File: src/rtl/uart_rx_if.sv
// Serial receive bundle: the line input plus the received-byte outputs.
// The receiver uses the master modport and the consumer/driver uses the slave modport.
interface uart_rx_if;
    logic       rx;
    logic [7:0] rx_data;
    logic       rx_valid;
    logic       rx_busy;
    logic       frame_err;

    modport master (
        input  rx,
        output rx_data,
        output rx_valid,
        output rx_busy,
        output frame_err
    );

    modport slave (
        output rx,
        input  rx_data,
        input  rx_valid,
        input  rx_busy,
        input  frame_err
    );
endinterface

File: src/rtl/uart_rx.sv
// 8N1 UART receiver: synchronised line, falling-edge start detection,
// mid-bit sampling and one-cycle valid / framing-error pulses.
module uart_rx #(
    parameter int CLKS_PER_BIT = 16
) (
    input  logic      clk,
    input  logic      reset,
    uart_rx_if.master bus
);
    localparam int BW = (CLKS_PER_BIT > 2) ? $clog2(CLKS_PER_BIT) : 1;
    localparam logic [BW-1:0] HALF_LAST = BW'(CLKS_PER_BIT / 2 - 1);
    localparam logic [BW-1:0] FULL_LAST = BW'(CLKS_PER_BIT - 1);

    typedef enum logic [1:0] {
        IDLE      = 2'd0,
        START_BIT = 2'd1,
        DATA_BITS = 2'd2,
        STOP_BIT  = 2'd3
    } state_t;

    state_t        state_reg;
    logic [BW-1:0] baud_reg;
    logic [2:0]    bit_reg;
    logic [7:0]    shift_reg;
    logic [7:0]    rx_data_reg;
    logic          rx_valid_reg;
    logic          rx_busy_reg;
    logic          frame_err_reg;
    logic          sync1_reg;
    logic          rx_s_reg;
    logic          rx_prev_reg;

    always_ff @(posedge clk or negedge reset) begin
        if (!reset) begin
            state_reg     <= IDLE;
            baud_reg      <= '0;
            bit_reg       <= '0;
            shift_reg     <= '0;
            rx_data_reg   <= 8'h00;
            rx_valid_reg  <= 1'b0;
            rx_busy_reg   <= 1'b0;
            frame_err_reg <= 1'b0;
            sync1_reg     <= 1'b1;
            rx_s_reg      <= 1'b1;
            rx_prev_reg   <= 1'b1;
        end else begin
            sync1_reg     <= bus.rx;
            rx_s_reg      <= sync1_reg;
            rx_prev_reg   <= rx_s_reg;
            rx_valid_reg  <= 1'b0;
            frame_err_reg <= 1'b0;

            case (state_reg)
                IDLE: begin
                    // Only a genuine 1->0 transition starts a frame; a held-low line never does.
                    if (rx_prev_reg && !rx_s_reg) begin
                        state_reg   <= START_BIT;
                        baud_reg    <= '0;
                        bit_reg     <= '0;
                        rx_busy_reg <= 1'b1;
                    end
                end
                START_BIT: begin
                    if (baud_reg == HALF_LAST) begin
                        baud_reg <= '0;
                        if (!rx_s_reg) begin
                            state_reg <= DATA_BITS;
                        end else begin
                            state_reg   <= IDLE;
                            rx_busy_reg <= 1'b0;
                        end
                    end else begin
                        baud_reg <= baud_reg + 1'b1;
                    end
                end
                DATA_BITS: begin
                    if (baud_reg == FULL_LAST) begin
                        baud_reg  <= '0;
                        shift_reg <= {rx_s_reg, shift_reg[7:1]};
                        if (bit_reg == 3'd7) begin
                            state_reg <= STOP_BIT;
                        end else begin
                            bit_reg <= bit_reg + 1'b1;
                        end
                    end else begin
                        baud_reg <= baud_reg + 1'b1;
                    end
                end
                STOP_BIT: begin
                    if (baud_reg == FULL_LAST) begin
                        baud_reg    <= '0;
                        state_reg   <= IDLE;
                        rx_busy_reg <= 1'b0;
                        if (rx_s_reg) begin
                            rx_data_reg  <= shift_reg;
                            rx_valid_reg <= 1'b1;
                        end else begin
                            frame_err_reg <= 1'b1;
                        end
                    end else begin
                        baud_reg <= baud_reg + 1'b1;
                    end
                end
                default: begin
                    state_reg   <= IDLE;
                    baud_reg    <= '0;
                    rx_busy_reg <= 1'b0;
                end
            endcase
        end
    end

    assign bus.rx_data   = rx_data_reg;
    assign bus.rx_valid  = rx_valid_reg;
    assign bus.rx_busy   = rx_busy_reg;
    assign bus.frame_err = frame_err_reg;
endmodule

File: src/flat_wrapper.sv
// flat-port wrapper written by rule: the top's interface ports become plain ports
module uart_rx_flat 
#(
    parameter int CLKS_PER_BIT = 16
)
  (clk, reset, bus_rx, bus_rx_data, bus_rx_valid, bus_rx_busy, bus_frame_err);
  uart_rx_if bus_i ();
  input  logic clk;
  input  logic reset;
  input wire logic [$bits(bus_i.rx)-1:0] bus_rx;
  output wire logic [$bits(bus_i.rx_data)-1:0] bus_rx_data;
  output wire logic [$bits(bus_i.rx_valid)-1:0] bus_rx_valid;
  output wire logic [$bits(bus_i.rx_busy)-1:0] bus_rx_busy;
  output wire logic [$bits(bus_i.frame_err)-1:0] bus_frame_err;
  assign bus_i.rx = bus_rx;
  assign bus_rx_data = bus_i.rx_data;
  assign bus_rx_valid = bus_i.rx_valid;
  assign bus_rx_busy = bus_i.rx_busy;
  assign bus_frame_err = bus_i.frame_err;
  uart_rx #(.CLKS_PER_BIT(CLKS_PER_BIT)) u_core (.clk(clk), .reset(reset), .bus(bus_i));
endmodule
File: config.mk
export PLATFORM = sky130hd
export DESIGN_NAME = uart_rx_flat
export DESIGN_NICKNAME = d
export VERILOG_FILES = /design/src/rtl/uart_rx_if.sv /design/src/rtl/uart_rx.sv /design/src/flat_wrapper.sv
export SDC_FILE = /design/constraint.sdc
export NUM_CORES = 1
export LEC_CHECK = 0
export ABC_CLOCK_PERIOD_IN_PS = 3800
export CAP_MARGIN = 20
export CORE_MARGIN = 4
export CORE_UTILIZATION = 42
export CTS_CLUSTER_DIAMETER = 60
export DETAILED_ROUTE_END_ITERATION = 7
export DONT_BUFFER_PORTS = 1
export PLACE_DENSITY_LB_ADDON = 0.3
export SETUP_SLACK_MARGIN = 0.2
export SLEW_MARGIN = 20
export SYNTH_ARGS = -nofsm -noshare
export SYNTH_HDL_FRONTEND = slang
export SYNTH_SLANG_ARGS = --single-unit
File: constraint.sdc
create_clock -name clk -period 3.8 [get_ports clk]
set_clock_uncertainty 0.1 [all_clocks]
set_input_delay 0.76 -clock clk [delete_from_list [all_inputs] [get_ports clk]]
set_output_delay 0.76 -clock clk [all_outputs]
set_load 0.05 [all_outputs]
After elaboration in Yosys (flattened, before gate mapping)
Index checks and enable logic that the tools add are counted.
{"block": "totals", "register_bits": 31}
{"block": "classes", "n_mux": 26, "reduce_logical": 11, "n_eq_ne": 13, "addsub": 2}
{"op": "2-bit two-way mux", "count": 6}
{"op": "4-bit two-way mux", "count": 3}
{"op": "2-bit by 1-bit != test with 1-bit output, second input constant", "count": 6}
{"op": "4-bit case mux with 3 select lines", "count": 1}
{"op": "1-bit two-way mux", "count": 10}
{"op": "5-bit AND reduction", "count": 2}
{"op": "3-bit two-way mux", "count": 3}
{"op": "2-bit case mux with 4 select lines", "count": 1}
{"op": "3-bit case mux with 2 select lines", "count": 1}
{"op": "4-bit by 1-bit adder with 4-bit output, second input constant", "count": 1}
{"op": "2-bit == test, second input constant", "count": 2}
{"op": "4-bit by 3-bit == test with 1-bit output, second input constant", "count": 1}
{"op": "4-bit == test, second input constant", "count": 1}
{"op": "4-bit AND reduction", "count": 1}
{"op": "3-bit by 1-bit adder with 3-bit output, second input constant", "count": 1}
{"op": "3-bit == test, second input constant", "count": 1}
{"op": "1-bit case mux with 3 select lines", "count": 1}
{"op": "3-bit AND reduction", "count": 1}
{"op": "3-bit nonzero test", "count": 1}
{"op": "2-bit by 1-bit == test with 1-bit output, second input constant", "count": 1}
{"op": "2-bit logical NOT", "count": 1}
{"op": "2-bit != test, second input constant", "count": 1}
{"op": "2-bit AND reduction", "count": 1}
{"op": "2-bit nonzero test", "count": 1}
{"op": "3 further kinds", "count": 3}

Longest topological paths before layout
{"block": "logic_depth", "ltp_word": 4, "depth_mapped": 5}

Least setup slack after synthesis
OpenSTA, ideal clock, no wires.
{"block": "synth_path", "path_kind": "register to register", "startpoint": "register u_core.baud_reg[0]", "endpoint": "register u_core.shift_reg[0]", "arrival_ps": 1418, "setup_time_ps": 125, "synth_period_minus_slack_ps": 1643, "path_stages_with_launch": 6, "n_path_buf": 1, "t_required_ps": 3575, "setup_slack_ps": 2157, "cell_sequence": "dfrtp_1 -> ha_1 -> buf_4 -> nand3_4 -> nor3_4 -> mux2_2"}
{"block": "synth_via", "elab_chain_cells": 2}
{"element": "start, declared", "line_no": "uart_rx.sv:22", "source": "logic [BW-1:0] baud_reg;"}
{"element": "start signal, assigned", "line_no": "uart_rx.sv:73", "source": "baud_reg <= baud_reg + 1'b1;"}
{"element": "start signal, assigned", "line_no": "uart_rx.sv:86", "source": "baud_reg <= baud_reg + 1'b1;"}
{"element": "start signal, assigned", "line_no": "uart_rx.sv:101", "source": "baud_reg <= baud_reg + 1'b1;"}
{"element": "4-bit == test", "line_no": "uart_rx.sv:77", "source": "if (baud_reg == FULL_LAST) begin"}
{"element": "2-bit AND reduction (no source line)"}
{"element": "end signal, assigned", "line_no": "uart_rx.sv:79", "source": "shift_reg <= {rx_s_reg, shift_reg[7:1]};"}
{"element": "end, declared", "line_no": "uart_rx.sv:24", "source": "logic [7:0] shift_reg;"}
Every way passes these cells.
A chain may end at the register's enable or synchronous reset.

Final worst setup path
{"block": "layout_path", "startpoint": "register u_core.baud_reg[0]", "endpoint": "register u_core.shift_reg[6]"}
The elaborated chain is that of the path after synthesis.

==> results.md <==
- Synthesized cell area: 1400 um2
- Syn_area_per_cell: around 12 um2
- Critical Path AT: 2.03 ns
- Primary FF master, synth: dfrtp_1
- Main combinational cell family by area after synthesis: multiplexers
- Max Slew Vio Count: 0
- Clock Path Buffers: 2
- Final setup fails: 0
- Total of max-cap violations: 0
- Filler Cell Count: 284
- Max incr delay on CP: 0.42 ns
- Compound-Gate Fraction of Synth Area: approximately a tenth
- Die area: 4320 um2
- Avg WL per Cell: about 15 um
- Yosys warns: 0
- Placement Setup Slack: 1.89 ns
- Cell Area, Placed: approximately 1400 um2
- Die Height: 65.8 um
- Crit start category: flop
- Yosys cell types: 38
- Multi-input gate area: 552 um2
- Placed insts: between 150 and 200
- Setup Total Neg Slack: 0 ns
- Clk_lat worst skew: 0.33 ns
- Vias in the first global route: 902
- Worst hold path class: in2async
- Initial antenna violation count: 0
- Remaining DRCs: 0
- Total number of vias: 886
- Register area share after synthesis: 55.6%
- Proportion of layout cells with a drive suffix above 1: between 20% and 30%
- # rows: 20
- Worst slew pin tran: between 0.7 and 0.8 ns
- P&R area growth vs syn: 7.95%
- Grt total ovfl: 0
- Post-Synth XOR/XNOR Area: less than 1%
- RSZ-0062 raised after global routing: false
- Slew headroom: 46.9%
- Synth Register Bits: 31
- Finished Layout Cells: 162
- Die X-Extent: 65.8 um
- Final Hold Vio Count: 0
- Critical-path cell with the highest stage delay: dfrtp_1
- Worst-path cell chain: ha_1 > nand3_4 > nor3_4 > mux2_2
- I/O Pins: 14
- Routed WL: 2.40 mm
- CP Capture Type: flop
- FF/Latch Area: 779 um2
- P per Cell Area: 619 nW/um2
- First-pass GRT wire length: 4.15 mm
- DR pass1 iterations: 4
- Largest net degree at the start of global routing: 18
- Mux cell area share after synthesis: 13.6%
- DP HPWL: 1.60 mm
- N_diodes: 0
- CTS root buf: clkbuf_4
- Routed Antenna Nets: 0
- Worst EP required: 3.92 ns
- Async set-reset flop share out of synthesis: 100%
- CTS tree: built
- H-tree depth: 2
- Post-Synth Adder-Cell Area: 2.68%
- Critical path class: reg2reg
- Overall routing resource usage: 12.9%
- 1st-iter DRT viols: 22
- Clock-pin slew on the worst setup and hold paths: about 0.11 ns
- Final Cycle Share: between 50% and 60%
- Post-Synth Simple-Gate Area: 12.1%
- Fmax: between 0.5 and 0.6 GHz
- Post-synthesis instance total: 114
- CP Max Fanout: 9
- Total power: 936 uW
- CTS Sinks: 31
- Run status: finished clean
- Post-DR vias/cell: approximately 5.5
- Final WS setup: 1.89 ns
- IO Port Bufs: 0
- Post-synth EDFFs: 0
- Final Instance Area: 1510 um2
- Nets@finish: 123
- RePlAce Congestion: 0.828
- P_leak: just under 0.0007 uW
- Number of buffers created by CTS: 5
- Fin crit period: 1.91 ns
- Net Count, Synth: 120
- Worst IR drop on VDD: approximately 0.25 mV
- Core Footprint: 3130 um2
- Initial cell density of the core: 44.8%
[cells in the mapped netlist (2+ instances only)]
| master | count | area [um2] |
|---|---|---|
| buf_4 | 3 | 22.5 |
| ha_1 | 3 | 37.5 |
| o21ai_0 | 4 | 20.0 |
| o211ai_1 | 3 | 22.5 |
| a21oi_1 | 4 | 20.0 |
| nand2_1 | 4 | 15.0 |
| dfrtp_1 | 28 | 701 |
| a31oi_1 | 2 | 12.5 |
| o221ai_1 | 2 | 17.5 |
| nand4_1 | 2 | 12.5 |
| dfstp_2 | 3 | 78.8 |
| mux2_2 | 15 | 169 |
| nand2b_1 | 3 | 18.8 |
| nor2_1 | 2 | 7.51 |
| inv_1 | 8 | 30.0 |
| nand3_1 | 6 | 30.0 |
[metrics by stage]
stage	util, %	hold WS [ns]
global route	48.4	0.000215
global placement	45.4	0.248
floorplan	-	0.245
finish	48.4	0.0273
detailed placement	45.4	0.251
CTS	48.0	0.00222
[critical path: cells and delay by family (launching register included)]
| kind | cells | cell delay, ns |
|---|---|---|
| flip-flops | 1 | 0.42 |
| multiplexers | 1 | 0.38 |
| adder cells (fa/ha/maj) | 1 | 0.35 |
| AND/OR/NAND/NOR | 2 | 0.54 |
[area by class of cell]
type / instances / area share [%]
clock buffers: 7 / 4.30
clock inverters: 1 / 0.496
inverters: 9 / 2.23
multi-input cells: 68 / 36.5
flip-flops and latches: 31 / 51.5
well taps: 44 / 3.64
repair buffers: 2 / 1.32
[where the power goes]
part	internal [uW]	switching (uW)
clock network	108	112
logic	99.1	121
registers	382	114
[path summary, 6_finish.rpt]
check,from,endpoint,slack (ns),cells past startpoint
worst max-delay path,u_core.baud_reg[0]$_DFFE_PN0P_,u_core.shift_reg[6]$_DFFE_PN0P_,1.89,4
worst min-delay path,reset,u_core.baud_reg[1]$_DFFE_PN0P_,0.03,0
worst max register to register,u_core.baud_reg[0]$_DFFE_PN0P_,u_core.shift_reg[6]$_DFFE_PN0P_,1.89,4
worst min register to register,u_core.sync1_reg$_DFF_PN1_,u_core.rx_s_reg$_DFF_PN1_,0.26,0
max in group asynchronous,reset,u_core.shift_reg[1]$_DFFE_PN0P_,2.26,1
min in group clk,u_core.sync1_reg$_DFF_PN1_,u_core.rx_s_reg$_DFF_PN1_,0.26,0
[per-layer routing]
| layer | GRT usage, % | vias up | part of all wire, % |
|---|---|---|---|
| li1 | - | 420 | - |
| met1 | 15.9 | 448 | 47 |
| met2 | 20.0 | 14 | 48 |
| met3 | 5.81 | 4 | 4.3 |
| met4 | 3.89 | 0 | 1.2 |
| met5 | 0 | - | 0 |
[logic make-up (layout without fill, tap and decap cells)]
family                   count (synthesis)  after routing
buffers and inverters                   15             19
multiplexers                            17             17
adder cells (fa/ha/maj)                  3              3
AND/OR/NAND/NOR                         25             25
XOR/XNOR                                 1              1
flip-flops                              31             31
AO/OA/AOI/OAI                           22             22
[timing repair]
action | in CTS | in global routing
gates resized for setup | 0 | 0
buffers inserted | 0 | 0
hold buffers | 1 | 1
endpoints found under the hold margin | 17 | 6
[layout by cell type, fill, tap and decap left out]
| cell | count |
|---|---|
| nor2_1 | 2 |
| o21a_1 | 1 |
| xnor2_1 | 1 |
| clkbuf_8 | 2 |
| dfrtp_1 | 28 |
| o22ai_1 | 1 |
| o221ai_1 | 2 |
| a22oi_1 | 1 |
| mux2i_1 | 1 |
| nor3_4 | 1 |
| dfstp_2 | 3 |
| nor2_4 | 1 |
| nand3_4 | 1 |
| a211oi_1 | 1 |
| or4_4 | 1 |
| mux2_1 | 1 |
| a221o_1 | 1 |
| o211ai_1 | 3 |
| clkinvlp_4 | 1 |
| nand3_1 | 6 |
| nand2b_1 | 3 |
| a21oi_1 | 4 |
| nand4_1 | 2 |
| nor2b_1 | 1 |
| nor4_1 | 1 |
| dlygate4sd3_1 | 2 |
| o31ai_1 | 1 |
| nand3b_1 | 1 |
| clkbuf_4 | 5 |
| nand2_1 | 4 |
| mux2_2 | 15 |
| inv_1 | 8 |
| ha_1 | 3 |
| o21ai_0 | 4 |
| a31oi_1 | 2 |
| inv_2 | 1 |
| or3b_2 | 1 |
| a21boi_0 | 1 |
Power figures use the tool's default switching activity.
